--- config.mk ---
export PLATFORM = sky130hd
export DESIGN_NAME = fetch_unit
export DESIGN_NICKNAME = d
export VERILOG_FILES = /design/src/rtl/fetch_unit_pkg.sv /design/src/rtl/fetch_fifo.sv /design/src/rtl/fetch_unit.sv
export SDC_FILE = /design/constraint.sdc
export NUM_CORES = 1
export LEC_CHECK = 0
export ABC_AREA = 1
export BUFFER_PORTS_ARGS = -buffer_cell sky130_fd_sc_hd__buf_2
export CAP_MARGIN = 20
export CELL_PAD_IN_SITES_DETAIL_PLACEMENT = 0
export CELL_PAD_IN_SITES_GLOBAL_PLACEMENT = 1
export CORE_ASPECT_RATIO = 1.1
export CORE_MARGIN = 2
export CORE_UTILIZATION = 28
export CTS_CLUSTER_DIAMETER = 60
export CTS_CLUSTER_SIZE = 24
export DETAILED_ROUTE_END_ITERATION = 8
export GPL_ROUTABILITY_DRIVEN = 0
export PLACE_DENSITY = 0.66
export SLEW_MARGIN = 0
export SYNTH_ARGS = -nofsm -noshare
export SYNTH_HDL_FRONTEND = slang
export SYNTH_SLANG_ARGS = --single-unit
--- constraint.sdc ---
create_clock -name clk -period 12.8 [get_ports clk]
set_input_delay 1.28 -clock clk [delete_from_list [all_inputs] [get_ports clk]]
set_output_delay 1.28 -clock clk [all_outputs]
set_load 0.1 [all_outputs]
--- src/rtl/fetch_unit_pkg.sv ---
// Shared core constants for the instruction fetch path.
//   Nop       : instruction presented on an empty fetch queue (addi x0, x0, 0)
//   PcIncr    : byte step between sequential 32-bit instructions
//   cnt_width : width of a counter holding 0..depth inclusive
package fetch_unit_pkg;

  localparam logic [31:0] Nop = 32'h0000_0013;
  localparam int unsigned PcIncr = 4;

  function automatic int unsigned cnt_width(input int unsigned depth);
    return $clog2(depth + 1);
  endfunction

endpackage

--- src/rtl/fetch_fifo.sv ---
// Fetch queue: circular buffer with a synchronous flush.
// Ports:
//   clk, rstn : clock, asynchronous active-low reset
//   flush     : drop every entry at the next edge (wins over push/pop)
//   push      : write wdata; accepted when not full, or when full with a pop
//   pop       : discard the head entry; ignored when empty
//   wdata     : entry to write
//   rdata     : head entry (undefined when empty)
//   empty     : no entries held
//   count     : number of entries held (0..Depth)
module fetch_fifo
  import fetch_unit_pkg::*;
#(
  parameter int unsigned Depth = 2,
  parameter int unsigned Width = 64
) (
  input  logic                           clk,
  input  logic                           rstn,
  input  logic                           flush,
  input  logic                           push,
  input  logic                           pop,
  input  logic [Width-1:0]               wdata,
  output logic [Width-1:0]               rdata,
  output logic                           empty,
  output logic [cnt_width(Depth)-1:0]    count
);

  localparam int unsigned PtrW = (Depth > 1) ? $clog2(Depth) : 1;
  localparam int unsigned CntW = cnt_width(Depth);
  localparam logic [PtrW-1:0] LastIdx = PtrW'(Depth - 1);

  logic [Width-1:0] mem_q [Depth];
  logic [PtrW-1:0]  rd_ptr_q, rd_ptr_d;
  logic [PtrW-1:0]  wr_ptr_q, wr_ptr_d;
  logic [CntW-1:0]  count_q, count_d;
  logic             full, push_ok, pop_ok;

  function automatic logic [PtrW-1:0] ptr_inc(input logic [PtrW-1:0] p);
    return (p == LastIdx) ? '0 : p + PtrW'(1);
  endfunction

  assign empty   = (count_q == '0);
  assign full    = (count_q == CntW'(Depth));
  assign pop_ok  = pop && !empty;
  // A full queue can still take a push when the head leaves in the same cycle.
  assign push_ok = push && (!full || pop_ok);
  assign rdata   = mem_q[rd_ptr_q];
  assign count   = count_q;

  always_comb begin
    rd_ptr_d = rd_ptr_q;
    wr_ptr_d = wr_ptr_q;
    count_d  = count_q;
    if (flush) begin
      rd_ptr_d = '0;
      wr_ptr_d = '0;
      count_d  = '0;
    end else begin
      if (push_ok) wr_ptr_d = ptr_inc(wr_ptr_q);
      if (pop_ok)  rd_ptr_d = ptr_inc(rd_ptr_q);
      case ({push_ok, pop_ok})
        2'b10:   count_d = count_q + CntW'(1);
        2'b01:   count_d = count_q - CntW'(1);
        default: count_d = count_q;
      endcase
    end
  end

  always_ff @(posedge clk or negedge rstn) begin
    if (!rstn) begin
      rd_ptr_q <= '0;
      wr_ptr_q <= '0;
      count_q  <= '0;
    end else begin
      rd_ptr_q <= rd_ptr_d;
      wr_ptr_q <= wr_ptr_d;
      count_q  <= count_d;
    end
  end

  // Storage needs no reset: entries are only observed while counted.
  always_ff @(posedge clk) begin
    if (push_ok && !flush) mem_q[wr_ptr_q] <= wdata;
  end

endmodule

--- src/rtl/fetch_unit.sv ---
// Instruction fetch unit: issues sequential word fetches to instruction memory,
// queues the in-order responses with their PCs, and presents the head to decode.
// Requests are credit-limited so queued + in-flight never exceeds Depth; on a
// redirect the queue is flushed and all in-flight responses are dropped.
// Ports:
//   clk, rstn   : clock, asynchronous active-low reset
//   stall       : decode hold; head is not consumed
//   redirect    : taken branch/jump; flush and restart at redirect_pc
//   redirect_pc : restart address (bits [1:0] ignored)
//   imem_req    : request valid, imem_addr : word-aligned request address
//   imem_gnt    : request accepted
//   imem_rvalid : in-order response valid, imem_rdata : response word
//   ins, pc_out : queue-head instruction and PC (NOP / 0 when empty)
//   ins_valid   : queue head valid
module fetch_unit
  import fetch_unit_pkg::*;
#(
  parameter int unsigned          WordSize = 32,
  parameter logic [WordSize-1:0]  ResetPc  = '0,
  parameter int unsigned          Depth    = 2
) (
  input  logic                clk,
  input  logic                rstn,
  input  logic                stall,
  input  logic                redirect,
  input  logic [WordSize-1:0] redirect_pc,
  output logic                imem_req,
  output logic [WordSize-1:0] imem_addr,
  input  logic                imem_gnt,
  input  logic                imem_rvalid,
  input  logic [31:0]         imem_rdata,
  output logic [31:0]         ins,
  output logic [WordSize-1:0] pc_out,
  output logic                ins_valid
);

  localparam int unsigned CntW   = cnt_width(Depth);
  localparam int unsigned CredW  = CntW + 1;
  localparam int unsigned EntryW = 32 + WordSize;
  localparam logic [WordSize-1:0] PcStep = WordSize'(PcIncr);

  logic [WordSize-1:0] fetch_pc_q, fetch_pc_d;
  logic [WordSize-1:0] resp_pc_q, resp_pc_d;
  logic [CntW-1:0]     outstanding_q, outstanding_d;
  logic [CntW-1:0]     discard_q, discard_d;
  logic [CntW-1:0]     fifo_count;
  logic [CredW-1:0]    credits_used;
  logic [EntryW-1:0]   head;
  logic [WordSize-1:0] redirect_base;
  logic                fifo_empty, grant, push, pop;
  logic                unused_redirect_lsbs;

  assign redirect_base        = {redirect_pc[WordSize-1:2], 2'b00};
  assign unused_redirect_lsbs = ^redirect_pc[1:0];

  // Queued entries plus in-flight requests bound the queue's future occupancy.
  assign credits_used = {1'b0, fifo_count} + {1'b0, outstanding_q};
  assign imem_req     = rstn && !redirect && (credits_used < CredW'(Depth));
  assign imem_addr    = fetch_pc_q;
  assign grant        = imem_req && imem_gnt;

  assign push      = imem_rvalid && (discard_q == '0) && !redirect;
  assign ins_valid = !fifo_empty;
  assign pop       = ins_valid && !stall && !redirect;
  assign ins       = fifo_empty ? Nop : head[EntryW-1 -: 32];
  assign pc_out    = fifo_empty ? '0  : head[WordSize-1:0];

  fetch_fifo #(
    .Depth (Depth),
    .Width (EntryW)
  ) u_fifo (
    .clk   (clk),
    .rstn  (rstn),
    .flush (redirect),
    .push  (push),
    .pop   (pop),
    .wdata ({imem_rdata, resp_pc_q}),
    .rdata (head),
    .empty (fifo_empty),
    .count (fifo_count)
  );

  always_comb begin
    fetch_pc_d    = fetch_pc_q;
    resp_pc_d     = resp_pc_q;
    discard_d     = discard_q;
    outstanding_d = outstanding_q;

    case ({grant, imem_rvalid})
      2'b10:   outstanding_d = outstanding_q + CntW'(1);
      2'b01:   outstanding_d = outstanding_q - CntW'(1);
      default: outstanding_d = outstanding_q;
    endcase

    if (redirect) begin
      fetch_pc_d = redirect_base;
      resp_pc_d  = redirect_base;
      // Everything still in flight after this edge belongs to the old path.
      discard_d  = outstanding_d;
    end else begin
      if (grant) fetch_pc_d = fetch_pc_q + PcStep;
      if (imem_rvalid) begin
        if (discard_q != '0) discard_d = discard_q - CntW'(1);
        else                 resp_pc_d = resp_pc_q + PcStep;
      end
    end
  end

  always_ff @(posedge clk or negedge rstn) begin
    if (!rstn) begin
      fetch_pc_q    <= ResetPc;
      resp_pc_q     <= ResetPc;
      outstanding_q <= '0;
      discard_q     <= '0;
    end else begin
      fetch_pc_q    <= fetch_pc_d;
      resp_pc_q     <= resp_pc_d;
      outstanding_q <= outstanding_d;
      discard_q     <= discard_d;
    end
  end

endmodule

Word level (Yosys, flattened, before mapping). Memories as Yosys holds them, arrays and structs flattened. Cells that the tools add are included.

Memories: 1. Bits of input ports: 70. Output and inout bits: 98. Register bits: 72. Logic and storage cells: 72. Bits in writable memories: 128.

Memories: u_fifo.mem_q (depth 2, bits a word 64, rd ports 1, clocked after Yosys merged registers in 0, wr ports 1, line fetch_fifo.sv:32) `logic [Width-1:0] mem_q [Depth];`.

Add/sub/neg operators: 10. Order comparisons: 1. Reduce and logical (&&, ||, !) cells: 26. Equal/unequal tests: 6. Mux-type cells: 21.

Operators with widths (count): $mux W32 (7); $add A32 B3 Y32 const B (2); $reduce_bool A2 Y1 (6); $logic_and A1 B1 Y1 (10); $mux W1 (8); $mux W2 (4); $pmux W2 S2 (2); $eq A2 B2 Y1 const B (3); $sub A2 B1 Y2 const B (3); $add A2 B1 Y2 const B (2); $eq A2 B1 Y1 const B (2); $logic_not A1 Y1 (4); $logic_not A2 Y1 (2); $reduce_and A2 Y1 (2); $add A2 B2 Y3 (1); $lt A3 B2 Y1 const B (1); $reduce_bool A3 Y1 (1); $add A1 B1 Y1 const B (2); $ne A2 B2 Y1 const B (1); $logic_or A1 B1 Y1 (1).

Logic depth before layout (Yosys ltp).
Depth in word-level cells: 10. Gate-level depth with buffers: 14. Depth with buffers taken out: 13.

Cells and area by module. From an unflattened synthesis, not the netlist that was laid out.

Cell total of the unflattened synthesis: 1171. Area total of the unflattened synthesis: 9818.2 sq um.

By module, submodules not included: fetch_unit (instances 1, seq. area each 1601.5 sq um, area each 4931.0 sq um, cells an instance 798); fetch_fifo (instances 1, seq. area each 3943.8 sq um, area each 4887.2 sq um, cells an instance 373).

Worst setup path before layout. Ideal clock, no wire load.

Path kind: input-to-reg. Start point: in redirect. End point: mem u_fifo.mem_q[0][10] (enable). Setup time: 0.483 ns. Path buffers: 1. Path slack: 8.011 ns. Data required time: 12.317 ns. Arrival: 4.306 ns. Stages on the path: 4. Cell sequence: buf_6 nor2_4 nand2_1 nor2_1.

Cells in the longest elaborated chain, start to end: 8. Elaborated cells between the ends (all ways): 9. Those cells by class: mux (2); reduce/logical (7).

RTL lines: from (decl) (line fetch_unit.sv:25) `input logic redirect,`; $logic_not A1 Y1 * (line fetch_fifo.sv:83, fetch_unit.sv:62, fetch_unit.sv:64); $logic_and A1 B1 Y1 (line fetch_unit.sv:64) `assign pop = ins_valid && !stall && !redirect;`; $logic_and A1 B1 Y1 (line fetch_fifo.sv:44) `assign pop_ok = pop && !empty;`; $logic_or A1 B1 Y1 (line fetch_fifo.sv:46) `assign push_ok = push && (!full || pop_ok);`; $logic_and A1 B1 Y1 (line fetch_fifo.sv:46); $logic_and A1 B1 Y1 * (line fetch_fifo.sv:83) `if (push_ok && !flush) mem_q[wr_ptr_q] <= wdata;`; $mux W1 * (line fetch_fifo.sv:83); $mux W1 (not written as such) * (line fetch_fifo.sv:83); to (decl) (line fetch_fifo.sv:32).

Mark *: on every way between the ends. The rest lies on a longest branch, timed or not.

Worst setup path after layout.
Start point: in redirect. End point: out imem_req.

Cells in the longest elaborated chain, start to end: 3.

RTL lines: $logic_not A1 Y1 (line fetch_unit.sv:58) `assign imem_req = rstn && !redirect && (credits_used < CredW'(Depth));`; $logic_and A1 B1 Y1 (2 in a row) (line fetch_unit.sv:58); to (decl) (line fetch_unit.sv:27) `output logic imem_req,`.

No other way between the ends.

==> out/metrics.yaml <==
status: "finished clean"
yosysTopAreaCellShare_pct: 39.5
path_clk_slew_ns: 0.09
synth_edf_count: 124
p_clk_share_pct: 20.5
swShare_pct: 55.0
clock_latency_ns: 0.45
power_density_nw_per_um2: 240
hold_depth: 1
hold_end: "outstanding_q[1]"
grt_pass1_vias: 7443
final_common_cell: "nand2_1"
syn_area_um2: 9420
synth-seq-area-share_pct: 57.6
dieWidth_um: 179
hold-worst-slack_ns: 0.549
post_cts_buffers: 0
cts_root_buf: "clkbuf_16"
combPwrFrac_pct: 48.6
fp.coreArea_um2: 33200
cts_tree: "built"
numCtsBuffers: 17
synth_seq_cells: 192
die_h_um: 196
r2r-end: "imem_addr[24]"
dieArea_um2: 35100
r2r_slack_ns: 9.80
synthFlopType: "edfxtp_1"
fmaxAchievable_ghz: 0.240
route.met3.wl_um: 1590
cp.required_ns: 11.52
area_growth_pct: 19.8
ys.warnings.count: 0
yosysTopAreaCell: "edfxtp_1"
irDropWorstVdd_mv: 0.108
holdBufCountCts: 0
async_flop_share_pct: 35.4
layout-drive-gt1-share_pct: 18.8
fin_skew_ns: 0.0181
synth_compound_area_share_pct: 8.01
tightest_slew_ns: 0.864
grt_antenna_before_repair: 0
nNetsFinal: 1296
setup_viol: 0
hold_class: "reg -> reg"
met1_length_um: 12400
top_layer: "met4"
timing.rr.start: "u_fifo.count[0]"
drv_slew: 0
grt_max_degree: 66
power.leakage_nw: 4.77
num_io_pins: 168
final_antenna_net_count: 0
cts_resized: 0
first_iter_violations: 428
fin_crit_sh_pct: 32.5
clock_sinks: 192
wl_per_cell_um: 15.9
synthMuxAreaShare_pct: 0
critPathMaxFanout: 43
hold_violations: 0
wl_um: 26600
synthXorXnorAreaFrac_pct: 1.49
pre_cts_ws_ns: 8.58
rsz0062_at_grt: "false"
criticalPathCategory: "in -> out"
ys_types: 42
wl_met2_um: 12100
drt_first_pass_iters: 5
h-tree-depth: 4
p_seq_share_pct: 30.9
numPortBuffers: 161
final.setup.worst_slack_ns: 8.63
grt_overflow_total: 0
post_drt_via_cell_ratio: 4.58
synth_simple_gate_area_share_pct: 26.5
final_util_pct: 34.0
min-delay-start: "outstanding_q[1]"
floorplan.initialDensity_pct: 28.4
vias: 7632
slew_headroom_pct: 42.4
remaining_drc_errors: 0
synth_top_family_by_area: "simple AND/OR/NAND/NOR gates"
grtUsageTotal_pct: 15.3
internal_power_mw: 1.22
dp_hpwl_um: 18300
crit_path_end_kind: "primary output"
finalPower_mw: 2.71
clockBufferDepth: 2
min_period_ns: 4.17
drv_cap: 0
worstPathArrival_ns: 2.89
worst_setup_path_start_kind: "input port"
grt_pass1_wl_um: 41000
power_switching_mw: 1.49
synth_fa_ha_area_share_pct: 0.744
r2r_cells: 12
num_antenna_cells: 0
synthTopCellsByArea: "edfxtp_1 40%, dfrtp_1 18%, nand2_1 15%, a21oi_1 3.9%, nor2_1 3.9%"
postSynthCellCount: 1070
num_rows: 70
synth_area_per_cell_um2: 8.80
layout_common_cells: "380 x nand2_1, 161 x buf_2, 124 x edfxtp_1"
fin_tns_setup_ns: 0
-- power by group through the flow --
stage / registers [mW] / logic (mW) / clock network [mW]
floorplan: 0.954 / 0.963 / 0
global placement: 0.847 / 1.32 / 0
detailed placement: 0.849 / 1.32 / 0
CTS: 0.836 / 1.33 / 0.571
global route: 0.850 / 1.40 / 0.592
finish: 0.836 / 1.31 / 0.555
-- layer usage --
metal  global-route usage, %  vias to the layer above
met5                       0                        -
met4                    4.64                        0
met3                    2.43                       28
met2                    24.3                      221
met1                    21.4                     3553
li1                        -                     3830
-- worst max path at each step --
stage,start,endpoint,slack (ns),cells after the start
after floorplan,redirect,u_fifo.mem_q[0][10],8.01,4
after global placement,redirect,imem_req,8.62,6
after detailed placement,redirect,imem_req,8.58,6
after CTS,redirect,imem_req,8.58,6
after global routing,redirect,imem_req,8.52,6
final,redirect,imem_req,8.63,6
-- area by class of cell --
class	instances	area [um^2]
Fill cell	3490	21900
Sequential cell	192	5430
Multi-Input combinational cell	753	3490
Timing Repair Buffer	169	866
Tap cell	432	541
Clock buffer	17	425
Inverter	88	335
Clock inverter	15	196
-- logic make-up after synthesis --
group                    Yosys count
AO/OA/AOI/OAI                    136
AND/OR/NAND/NOR                  592
XOR/XNOR                          16
buffers and inverters            128
flip-flops                       192
adder cells (fa/ha/maj)            5
other                              1
-- critical path, stage by stage --
cell and delay (ns):
buf_2 0.07, buf_4 0.45, clkinv_4 0.46, nand3_4 0.25, inv_1 0.06, buf_2 0.29
-- state kept, by name, indices dropped and copies added, names as in the netlist --
signal	count
u_fifo.mem_q	124
resp_pc_q	30
u_fifo.count	2
u_fifo.rd_ptr_q	1
discard_q	2
outstanding_q	2
imem_addr	30
u_fifo.wr_ptr_q	1
-- cell usage after synthesis (all sizes together) (7+ instances only) --
library cell	number
a21oi	74
buf	19
clkbuf	21
dfrtp	68
edfxtp	124
inv	87
nand2	385
nand3	66
nand4	12
nor2	108
nor3	11
o211ai	14
o21ai	33
o21bai	7
xor2	11
-- through the flow --
stage | std cells | area, um^2
floorplan | 1073 | 9430
global placement | 1634 | 10700
detailed placement | 1634 | 10700
CTS | 1666 | 11300
global route | 1666 | 11300
finish | 1666 | 11300
Power figures use the tool's default switching activity.
